**config.mk**
```make
export PLATFORM = sky130hd
export DESIGN_NAME = alu_seq_core
export DESIGN_NICKNAME = d
export VERILOG_FILES = /design/src/rtl/alu_seq_core.sv
export SDC_FILE = /design/constraint.sdc
export NUM_CORES = 1
export LEC_CHECK = 0
export ABC_CLOCK_PERIOD_IN_PS = 4500
export CORE_MARGIN = 5
export CORE_UTILIZATION = 45
export DETAILED_ROUTE_END_ITERATION = 8
export SYNTH_ARGS = -nofsm -noshare
export SYNTH_HDL_FRONTEND = slang
export SYNTH_SLANG_ARGS = --single-unit
```
**constraint.sdc**
```tcl
create_clock -name clk -period 4.5 [get_ports clk]
set_input_delay 0.9 -clock clk [delete_from_list [all_inputs] [get_ports clk]]
set_output_delay 0.9 -clock clk [all_outputs]
set_load 0.005 [all_outputs]
```
**src/rtl/alu_seq_core.sv**
```systemverilog
// Sequential ALU core: gathers operands over one or more cycles, executes one command and posts a single result.
// Define ALU_MUL_EN to build the two-cycle multiply path (arithmetic commands 9 and 10).
module alu_seq_core #(
    parameter int WIDTH   = 8,
    parameter int CWIDTH  = 4,
    parameter int TIMEOUT = 16
) (
    input  logic                 clk,
    input  logic                 rst,
    input  logic                 ce,
    input  logic                 mode,
    input  logic [CWIDTH-1:0]    cmd,
    input  logic [1:0]           inp_valid,
    input  logic [WIDTH-1:0]     opa,
    input  logic [WIDTH-1:0]     opb,
    input  logic                 cin,
    output logic                 ready,
    output logic [2*WIDTH-1:0]   res,
    output logic                 res_valid,
    output logic                 cout,
    output logic                 oflow,
    output logic                 g,
    output logic                 l,
    output logic                 e,
    output logic                 err
);

    localparam int RW = 2 * WIDTH;
    localparam int SW = $clog2(WIDTH);
    localparam int TW = $clog2(TIMEOUT + 1);
    localparam logic [TW-1:0]  TMR_LAST = TW'(TIMEOUT - 1);
    localparam logic [TW-1:0]  TMR_ONE  = TW'(1);
    localparam logic [WIDTH:0] ONE_X    = (WIDTH + 1)'(1);

    typedef enum logic [2:0] {S_IDLE, S_WAIT_A, S_WAIT_B, S_EXEC, S_MUL2} state_t;
    state_t state, state_nx;

    logic              mode_p0, cin_p0;
    logic [CWIDTH-1:0] cmd_p0;
    logic [WIDTH-1:0]  a_p0, b_p0;
    logic [TW-1:0]     tmr;

    logic [1:0] need;
    logic       cap_cmd, cap_a, cap_b, tmr_clr, tmr_inc, ld_res, ld_tmo, is_mul;

    // Returns {need_b, need_a} for a command.
    function automatic logic [1:0] need_ops(input logic m, input logic [CWIDTH-1:0] c);
        logic [1:0] n;
        n = 2'b11;
        if (m) begin
            case (int'(c))
                4, 5:    n = 2'b01;
                6, 7:    n = 2'b10;
                default: n = 2'b11;
            endcase
        end else begin
            case (int'(c))
                6, 8, 9:   n = 2'b01;
                7, 10, 11: n = 2'b10;
                default:   n = 2'b11;
            endcase
        end
        return n;
    endfunction

    assign need  = need_ops(mode, cmd);
    assign ready = (state == S_IDLE) || (state == S_WAIT_A) || (state == S_WAIT_B);

    // Datapath operating on the captured operands
    logic [WIDTH:0]          a_x, b_x, cin_x;
    logic [WIDTH:0]          add_ab, sub_ab, addc_ab, subc_ab, inc_a, dec_a, inc_b, dec_b;
    logic signed [WIDTH-1:0] sa, sb, ssum, sdif;
    logic [SW-1:0]           rot_sh;
    logic [WIDTH-1:0]        rot_l, rot_r;
    logic                    rot_bad;

    assign a_x     = {1'b0, a_p0};
    assign b_x     = {1'b0, b_p0};
    assign cin_x   = {{WIDTH{1'b0}}, cin_p0};
    assign add_ab  = a_x + b_x;
    assign sub_ab  = a_x - b_x;
    assign addc_ab = a_x + b_x + cin_x;
    assign subc_ab = a_x - b_x - cin_x;
    assign inc_a   = a_x + ONE_X;
    assign dec_a   = a_x - ONE_X;
    assign inc_b   = b_x + ONE_X;
    assign dec_b   = b_x - ONE_X;
    assign sa      = signed'(a_p0);
    assign sb      = signed'(b_p0);
    assign ssum    = sa + sb;
    assign sdif    = sa - sb;
    assign rot_sh  = b_p0[SW-1:0];
    assign rot_l   = (a_p0 << rot_sh) | (a_p0 >> (WIDTH - int'(rot_sh)));
    assign rot_r   = (a_p0 >> rot_sh) | (a_p0 << (WIDTH - int'(rot_sh)));
    assign rot_bad = |b_p0[WIDTH-1:SW];

`ifdef ALU_MUL_EN
    logic [RW-1:0] mul_inc, mul_shl, prod_p1;
    logic          ld_prod, ld_mul;

    assign mul_inc = RW'(inc_a) * RW'(inc_b);
    assign mul_shl = RW'({a_p0, 1'b0}) * RW'(b_p0);
    assign is_mul  = mode_p0 && ((cmd_p0 == CWIDTH'(9)) || (cmd_p0 == CWIDTH'(10)));
    assign ld_prod = (state == S_EXEC) && is_mul;
`else
    assign is_mul  = 1'b0;
`endif

    logic [RW-1:0]    alu_res;
    logic [WIDTH-1:0] lg;
    logic             alu_cout, alu_oflow, alu_g, alu_l, alu_e, alu_err;

    always_comb begin
        alu_res   = '0;
        lg        = '0;
        alu_cout  = 1'b0;
        alu_oflow = 1'b0;
        alu_g     = 1'b0;
        alu_l     = 1'b0;
        alu_e     = 1'b0;
        alu_err   = 1'b0;
        if (mode_p0) begin
            case (int'(cmd_p0))
                0: begin alu_res = RW'(add_ab);  alu_cout  = add_ab[WIDTH];  end
                1: begin alu_res = RW'(sub_ab);  alu_oflow = sub_ab[WIDTH];  end
                2: begin alu_res = RW'(addc_ab); alu_cout  = addc_ab[WIDTH]; end
                3: begin alu_res = RW'(subc_ab); alu_oflow = subc_ab[WIDTH]; end
                4: begin alu_res = RW'(inc_a);   alu_cout  = inc_a[WIDTH];   end
                5: begin alu_res = RW'(dec_a);   alu_oflow = dec_a[WIDTH];   end
                6: begin alu_res = RW'(inc_b);   alu_cout  = inc_b[WIDTH];   end
                7: begin alu_res = RW'(dec_b);   alu_oflow = dec_b[WIDTH];   end
                8: begin
                    alu_g = a_p0 > b_p0;
                    alu_l = a_p0 < b_p0;
                    alu_e = a_p0 == b_p0;
                end
`ifdef ALU_MUL_EN
                9:  alu_res = mul_inc;
                10: alu_res = mul_shl;
`endif
                11: begin
                    alu_res   = {{WIDTH{ssum[WIDTH-1]}}, ssum};
                    alu_oflow = (sa[WIDTH-1] == sb[WIDTH-1]) && (ssum[WIDTH-1] != sa[WIDTH-1]);
                end
                12: begin
                    alu_res   = {{WIDTH{sdif[WIDTH-1]}}, sdif};
                    alu_oflow = (sa[WIDTH-1] != sb[WIDTH-1]) && (sdif[WIDTH-1] != sa[WIDTH-1]);
                end
                default: alu_err = 1'b1;
            endcase
        end else begin
            case (int'(cmd_p0))
                0:  lg = a_p0 & b_p0;
                1:  lg = ~(a_p0 & b_p0);
                2:  lg = a_p0 | b_p0;
                3:  lg = ~(a_p0 | b_p0);
                4:  lg = a_p0 ^ b_p0;
                5:  lg = ~(a_p0 ^ b_p0);
                6:  lg = ~a_p0;
                7:  lg = ~b_p0;
                8:  lg = a_p0 >> 1;
                9:  lg = a_p0 << 1;
                10: lg = b_p0 >> 1;
                11: lg = b_p0 << 1;
                12: if (rot_bad) alu_err = 1'b1; else lg = rot_l;
                13: if (rot_bad) alu_err = 1'b1; else lg = rot_r;
                default: alu_err = 1'b1;
            endcase
            alu_res = {{WIDTH{1'b0}}, lg};
        end
    end

    // Control: next state and register strobes
    always_comb begin
        state_nx = state;
        cap_cmd  = 1'b0;
        cap_a    = 1'b0;
        cap_b    = 1'b0;
        tmr_clr  = 1'b0;
        tmr_inc  = 1'b0;
        ld_res   = 1'b0;
        ld_tmo   = 1'b0;
`ifdef ALU_MUL_EN
        ld_mul   = 1'b0;
`endif
        case (state)
            S_IDLE: begin
                tmr_clr = 1'b1;
                if (need == 2'b11) begin
                    cap_cmd = |inp_valid;
                    cap_a   = inp_valid[0];
                    cap_b   = inp_valid[1];
                    case (inp_valid)
                        2'b11:   state_nx = S_EXEC;
                        2'b01:   state_nx = S_WAIT_B;
                        2'b10:   state_nx = S_WAIT_A;
                        default: state_nx = S_IDLE;
                    endcase
                end else if ((inp_valid & need) == need) begin
                    cap_cmd  = 1'b1;
                    cap_a    = inp_valid[0];
                    cap_b    = inp_valid[1];
                    state_nx = S_EXEC;
                end
            end
            S_WAIT_A, S_WAIT_B: begin
                if ((state == S_WAIT_A) ? inp_valid[0] : inp_valid[1]) begin
                    cap_a    = (state == S_WAIT_A);
                    cap_b    = (state == S_WAIT_B);
                    tmr_clr  = 1'b1;
                    state_nx = S_EXEC;
                end else if (tmr == TMR_LAST) begin
                    ld_tmo   = 1'b1;
                    tmr_clr  = 1'b1;
                    state_nx = S_IDLE;
                end else begin
                    tmr_inc  = 1'b1;
                end
            end
            S_EXEC: begin
                if (is_mul) begin
                    state_nx = S_MUL2;
                end else begin
                    ld_res   = 1'b1;
                    state_nx = S_IDLE;
                end
            end
            S_MUL2: begin
`ifdef ALU_MUL_EN
                ld_mul   = 1'b1;
`endif
                state_nx = S_IDLE;
            end
            default: state_nx = S_IDLE;
        endcase
    end

    always_ff @(posedge clk or negedge rst) begin
        if (!rst) state <= S_IDLE;
        else if (ce) state <= state_nx;
    end

    // Capture stage (p0) and result register
    always_ff @(posedge clk or negedge rst) begin
        if (!rst) begin
            mode_p0   <= 1'b0;
            cmd_p0    <= '0;
            cin_p0    <= 1'b0;
            a_p0      <= '0;
            b_p0      <= '0;
            tmr       <= '0;
            res       <= '0;
            res_valid <= 1'b0;
            cout      <= 1'b0;
            oflow     <= 1'b0;
            g         <= 1'b0;
            l         <= 1'b0;
            e         <= 1'b0;
            err       <= 1'b0;
        end else if (ce) begin
            res_valid <= 1'b0;
            if (cap_cmd) begin
                mode_p0 <= mode;
                cmd_p0  <= cmd;
                cin_p0  <= cin;
            end
            if (cap_a) a_p0 <= opa;
            if (cap_b) b_p0 <= opb;
            if (tmr_clr) tmr <= '0;
            else if (tmr_inc) tmr <= tmr + TMR_ONE;
            if (ld_res) begin
                res       <= alu_res;
                cout      <= alu_cout;
                oflow     <= alu_oflow;
                g         <= alu_g;
                l         <= alu_l;
                e         <= alu_e;
                err       <= alu_err;
                res_valid <= 1'b1;
            end else if (ld_tmo) begin
                res       <= '0;
                {cout, oflow, g, l, e} <= '0;
                err       <= 1'b1;
                res_valid <= 1'b1;
            end
`ifdef ALU_MUL_EN
            else if (ld_mul) begin
                res       <= prod_p1;
                {cout, oflow, g, l, e, err} <= '0;
                res_valid <= 1'b1;
            end
`endif
        end
    end

`ifdef ALU_MUL_EN
    // Multiply stage (p1): product settles one cycle ahead of the result register
    always_ff @(posedge clk or negedge rst) begin
        if (!rst) prod_p1 <= '0;
        else if (ce && ld_prod) prod_p1 <= alu_res;
    end
`endif

endmodule

```
==> metrics.txt <==
# TYPE chip_impl_metric gauge
chip_impl_info{name="run_status",value="finished clean"} 1
chip_impl_metric{name="grt_overall_usage",unit="%"} 30.4
chip_impl_info{name="timing.hold.worst.class",value="register to register"} 1
chip_impl_metric{name="mappedNetlistArea",unit="um2"} 6260
chip_impl_metric{name="synth_area_per_cell",unit="um2"} 7.52
chip_impl_metric{name="drtPass1Iterations",unit=""} 5
chip_impl_metric{name="synth_warnings",unit=""} 0
chip_impl_metric{name="floorplan.die.width",unit="um"} 128
chip_impl_metric{name="initial_util",unit="%"} 45.5
chip_impl_metric{name="place.gp.congestion",unit=""} 1.12
chip_impl_info{name="clk_root_buffer_cell",value="sky130_fd_sc_hd__clkbuf_16"} 1
chip_impl_metric{name="synth.top_cell.area_share",unit="%"} 18.4
chip_impl_metric{name="initial_antenna_violation_count",unit=""} 0
chip_impl_metric{name="number_of_global_route_vias_before_repair",unit=""} 6380
chip_impl_metric{name="path_clk_slew",unit="ns"} 0.07
chip_impl_metric{name="hold_depth",unit=""} 1
chip_impl_metric{name="setup_viol_count_final",unit=""} 0
chip_impl_metric{name="num-nets-final",unit=""} 926
chip_impl_metric{name="cts_max_path_buffers",unit=""} 2
chip_impl_metric{name="drt-vias-per-instance",unit=""} 6.70
chip_impl_metric{name="totalWireLength",unit="um"} 25200
chip_impl_metric{name="reg2regPathDepth",unit=""} 9
chip_impl_info{name="prevailing_post_synth_register_cell",value="sky130_fd_sc_hd__dfrtp_1"} 1
chip_impl_metric{name="numCtsBuffers",unit=""} 5
chip_impl_info{name="cts_tree",value="done"} 1
chip_impl_metric{name="route.antenna.remaining_nets",unit=""} 0
chip_impl_metric{name="htreeDepth",unit=""} 2
chip_impl_metric{name="worst-path-max-fanout",unit=""} 21
chip_impl_metric{name="area_growth_syn_to_layout",unit="%"} 12.5
chip_impl_info{name="cpMaxStageDelayCell",value="sky130_fd_sc_hd__o311ai_1"} 1
chip_impl_metric{name="critPathRequiredTime",unit="ns"} 4.70
chip_impl_metric{name="worst_ep_arrival_time",unit="ns"} 4.04
chip_impl_metric{name="clock_network_latency_to_the_later_pin_of_the_worst_skew_pair",unit="ns"} 0.31
chip_impl_metric{name="clock_skew",unit="ns"} 0.0124
chip_impl_metric{name="floorplan.die.height",unit="um"} 128
chip_impl_metric{name="placed_cells_incl_taps",unit=""} 1029
chip_impl_metric{name="synth_sequential_area_ratio",unit="%"} 18.4
chip_impl_metric{name="pin_count",unit=""} 51
chip_impl_info{name="final_common_cell",value="sky130_fd_sc_hd__o21ai_0"} 1
chip_impl_metric{name="port_buffers",unit=""} 50
chip_impl_metric{name="timing.fmax",unit="MHz"} 260
chip_impl_metric{name="timing.hold.ws",unit="ns"} 0.489
chip_impl_metric{name="postLayoutCoreUtil",unit="%"} 51.1
chip_impl_metric{name="area.sequential",unit="um2"} 1150
chip_impl_metric{name="timing_hold_violations_final",unit=""} 0
chip_impl_metric{name="synth_edf_count",unit=""} 0
chip_impl_metric{name="final_cell_count_no_fill",unit=""} 1037
chip_impl_metric{name="n_fill_cell",unit=""} 1396
chip_impl_metric{name="drt-initial-drc-count",unit=""} 766
chip_impl_metric{name="core",unit="um2"} 13800
chip_impl_info{name="critical_path.endpoint_type",value="register"} 1
chip_impl_metric{name="grt_start_max_net_pins",unit=""} 47
chip_impl_metric{name="number_of_synthesized_register_bits",unit=""} 46
chip_impl_info{name="synth.top_cells.by_area",value="sky130_fd_sc_hd__dfrtp_1 (18%), sky130_fd_sc_hd__ha_1 (8.2%), sky130_fd_sc_hd__o21ai_0 (6.0%)"} 1
chip_impl_metric{name="dieArea",unit="um2"} 16400
chip_impl_metric{name="regToRegSetupSlack",unit="ns"} 0.65
chip_impl_metric{name="detail_route.wl_per_cell",unit="um"} 24.3
chip_impl_metric{name="fin_crit_sh",unit="%"} 85.5
chip_impl_info{name="critPathKind",value="register to register"} 1
chip_impl_metric{name="detailroute.wirelength.met3",unit="um"} 2510
chip_impl_metric{name="drt_drc_violations_left",unit=""} 0
chip_impl_metric{name="postSynth.asyncResetShare",unit="%"} 100
chip_impl_metric{name="timing.final.max_slew_violations",unit=""} 0
chip_impl_metric{name="postSynthCellCount",unit=""} 833
chip_impl_metric{name="synth_cell_type_count",unit=""} 81
chip_impl_info{name="worstSetupStartpointType",value="register"} 1
chip_impl_metric{name="maxSlewHeadroom",unit="%"} 38.4
chip_impl_metric{name="via_count",unit=""} 6946
chip_impl_metric{name="global_route.overflow_total",unit=""} 0
chip_impl_info{name="mostFrequentLayoutCells",value="sky130_fd_sc_hd__o21ai_0 (75), sky130_fd_sc_hd__nor2_1 (70), sky130_fd_sc_hd__nand2_1 (67)"} 1
chip_impl_metric{name="antenna-diode-count",unit=""} 0
chip_impl_metric{name="cts_resized",unit=""} 0
chip_impl_metric{name="period_needed",unit="ns"} 3.85
chip_impl_metric{name="max_stage_delay",unit="ns"} 0.84
chip_impl_metric{name="dp.final_hpwl",unit="um"} 19000
chip_impl_info{name="grt_setup_unrepaired",value="no"} 1
chip_impl_info{name="chain_of_cells_forming_the_critical_path",value="inv_2 -> ha_1 -> a211oi_1 -> nor2_1 -> o311ai_1 -> and3_1 -> xnor2_1 -> o21ai_1 -> a221o_1"} 1
chip_impl_metric{name="multiInputGateArea",unit="um2"} 4650
chip_impl_metric{name="path_buf_inv",unit=""} 1
chip_impl_metric{name="grt_pass1_wl",unit="um"} 38400
chip_impl_metric{name="nets_in_the_synthesized_netlist",unit=""} 903
chip_impl_info{name="synth_top_cell_by_area",value="sky130_fd_sc_hd__dfrtp_1"} 1
chip_impl_metric{name="cts_setup_buffers",unit=""} 0
chip_impl_metric{name="route.met2.wl",unit="um"} 10700
chip_impl_info{name="route.top_layer_used",value="met4"} 1
chip_impl_metric{name="post_route_cells_drive_above_1_share",unit="%"} 9.22
chip_impl_metric{name="crit_cells",unit=""} 9
chip_impl_metric{name="cts_hold_repair.buffers",unit=""} 0
chip_impl_metric{name="maximum_capacitance_violations",unit=""} 0
chip_impl_metric{name="fin_tns_setup",unit="ns"} 0
chip_impl_metric{name="max_slew.worst_pin.slew",unit="ns"} 0.909
chip_impl_metric{name="clock_sinks",unit=""} 46
chip_impl_metric{name="floorplan.rows",unit=""} 43
chip_impl_metric{name="route.layer.met1.wl",unit="um"} 10500
chip_impl_info{name="cpLargestDelayFamily",value="compound AO/OA/AOI/OAI gates"} 1
==> state kept, by name (all words and copies together), names as in the netlist <==
register	flops
a_p0	8
b_p0	8
cin_p0	1
cmd_p0	4
cout	1
e	1
err	1
g	1
l	1
mode_p0	1
oflow	1
res	10
res_valid	1
state	2
tmr	5
==> layout make-up <==
cell class                 instances  area share, %
timing repair buffer              80           10.2
inverter                          39           2.08
tap                              180           3.20
sequential                        46           16.3
multi-input combinational        684           66.1
clock buffer                       5           1.78
clock inverter                     3          0.302
==> cells in the mapped netlist, drive strengths merged, types with 5 or more instances <==
cell / instances
and3: 11
dfrtp: 46
xor2: 10
mux2i: 21
a21oi: 57
inv: 36
a22oi: 20
and2: 6
o211ai: 12
xnor2: 32
a2111oi: 5
a211oi: 8
nand4: 5
mux4: 5
mux2: 17
nand3: 27
a31oi: 9
nand2b: 13
nor2b: 20
o22ai: 17
clkbuf: 32
buf: 32
a221oi: 11
nor2: 72
o221ai: 9
ha: 41
nand2: 68
o21ai: 78
a221o: 6
nor3: 31
==> kinds of logic after synthesis <==
family / count (synthesis) / synth area share, %
AOI/OAI and AO/OA: 277 / 29.3
xor gates and xnor gates: 42 / 5.87
adders and majority gates: 43 / 8.83
buffers and inverters: 103 / 7.31
DFF: 46 / 18.4
muxes: 43 / 8.21
and+or+nand+nor: 279 / 22.1
==> per-stage QoR <==
step | setup slack, ns | instance area [um2]
after floorplan | 1.41 | 6260
after global placement | 0.827 | 6900
after detailed placement | 0.799 | 6900
after CTS | 0.767 | 7040
after global routing | 0.494 | 7040
final | 0.655 | 7040
==> worst reg2reg max path, delay by kind of cell, from the launching register on <==
family,cells,cell delay [ns]
compound gates,4,1.92
simple gates,2,0.59
flops,1,0.39
buf+inv,1,0.32
fa+ha+maj,1,0.39
xor+xnor,1,0.14
==> per-layer routing <==
metal	global-route usage [%]	vias to the layer above
li1	-	3108
met1	41.8	3296
met2	44.7	437
met3	6.71	105
met4	15.3	0
met5	0	-
==> worst paths after layout <==
kind	to	from
max in group asynchronous	res[1]$_DFFE_PN0P_	rst
max	res[6]$_DFFE_PN0P_	b_p0[1]$_DFFE_PN0P_
min reg2reg	cout$_DFFE_PN0P_	cout$_DFFE_PN0P_
min in group asynchronous	b_p0[1]$_DFFE_PN0P_	rst
max reg2reg	res[6]$_DFFE_PN0P_	b_p0[1]$_DFFE_PN0P_
min	cout$_DFFE_PN0P_	cout$_DFFE_PN0P_
Power is not shown: default switching activity piles up to over one toggle a cycle in this logic, so the estimate is an artifact.
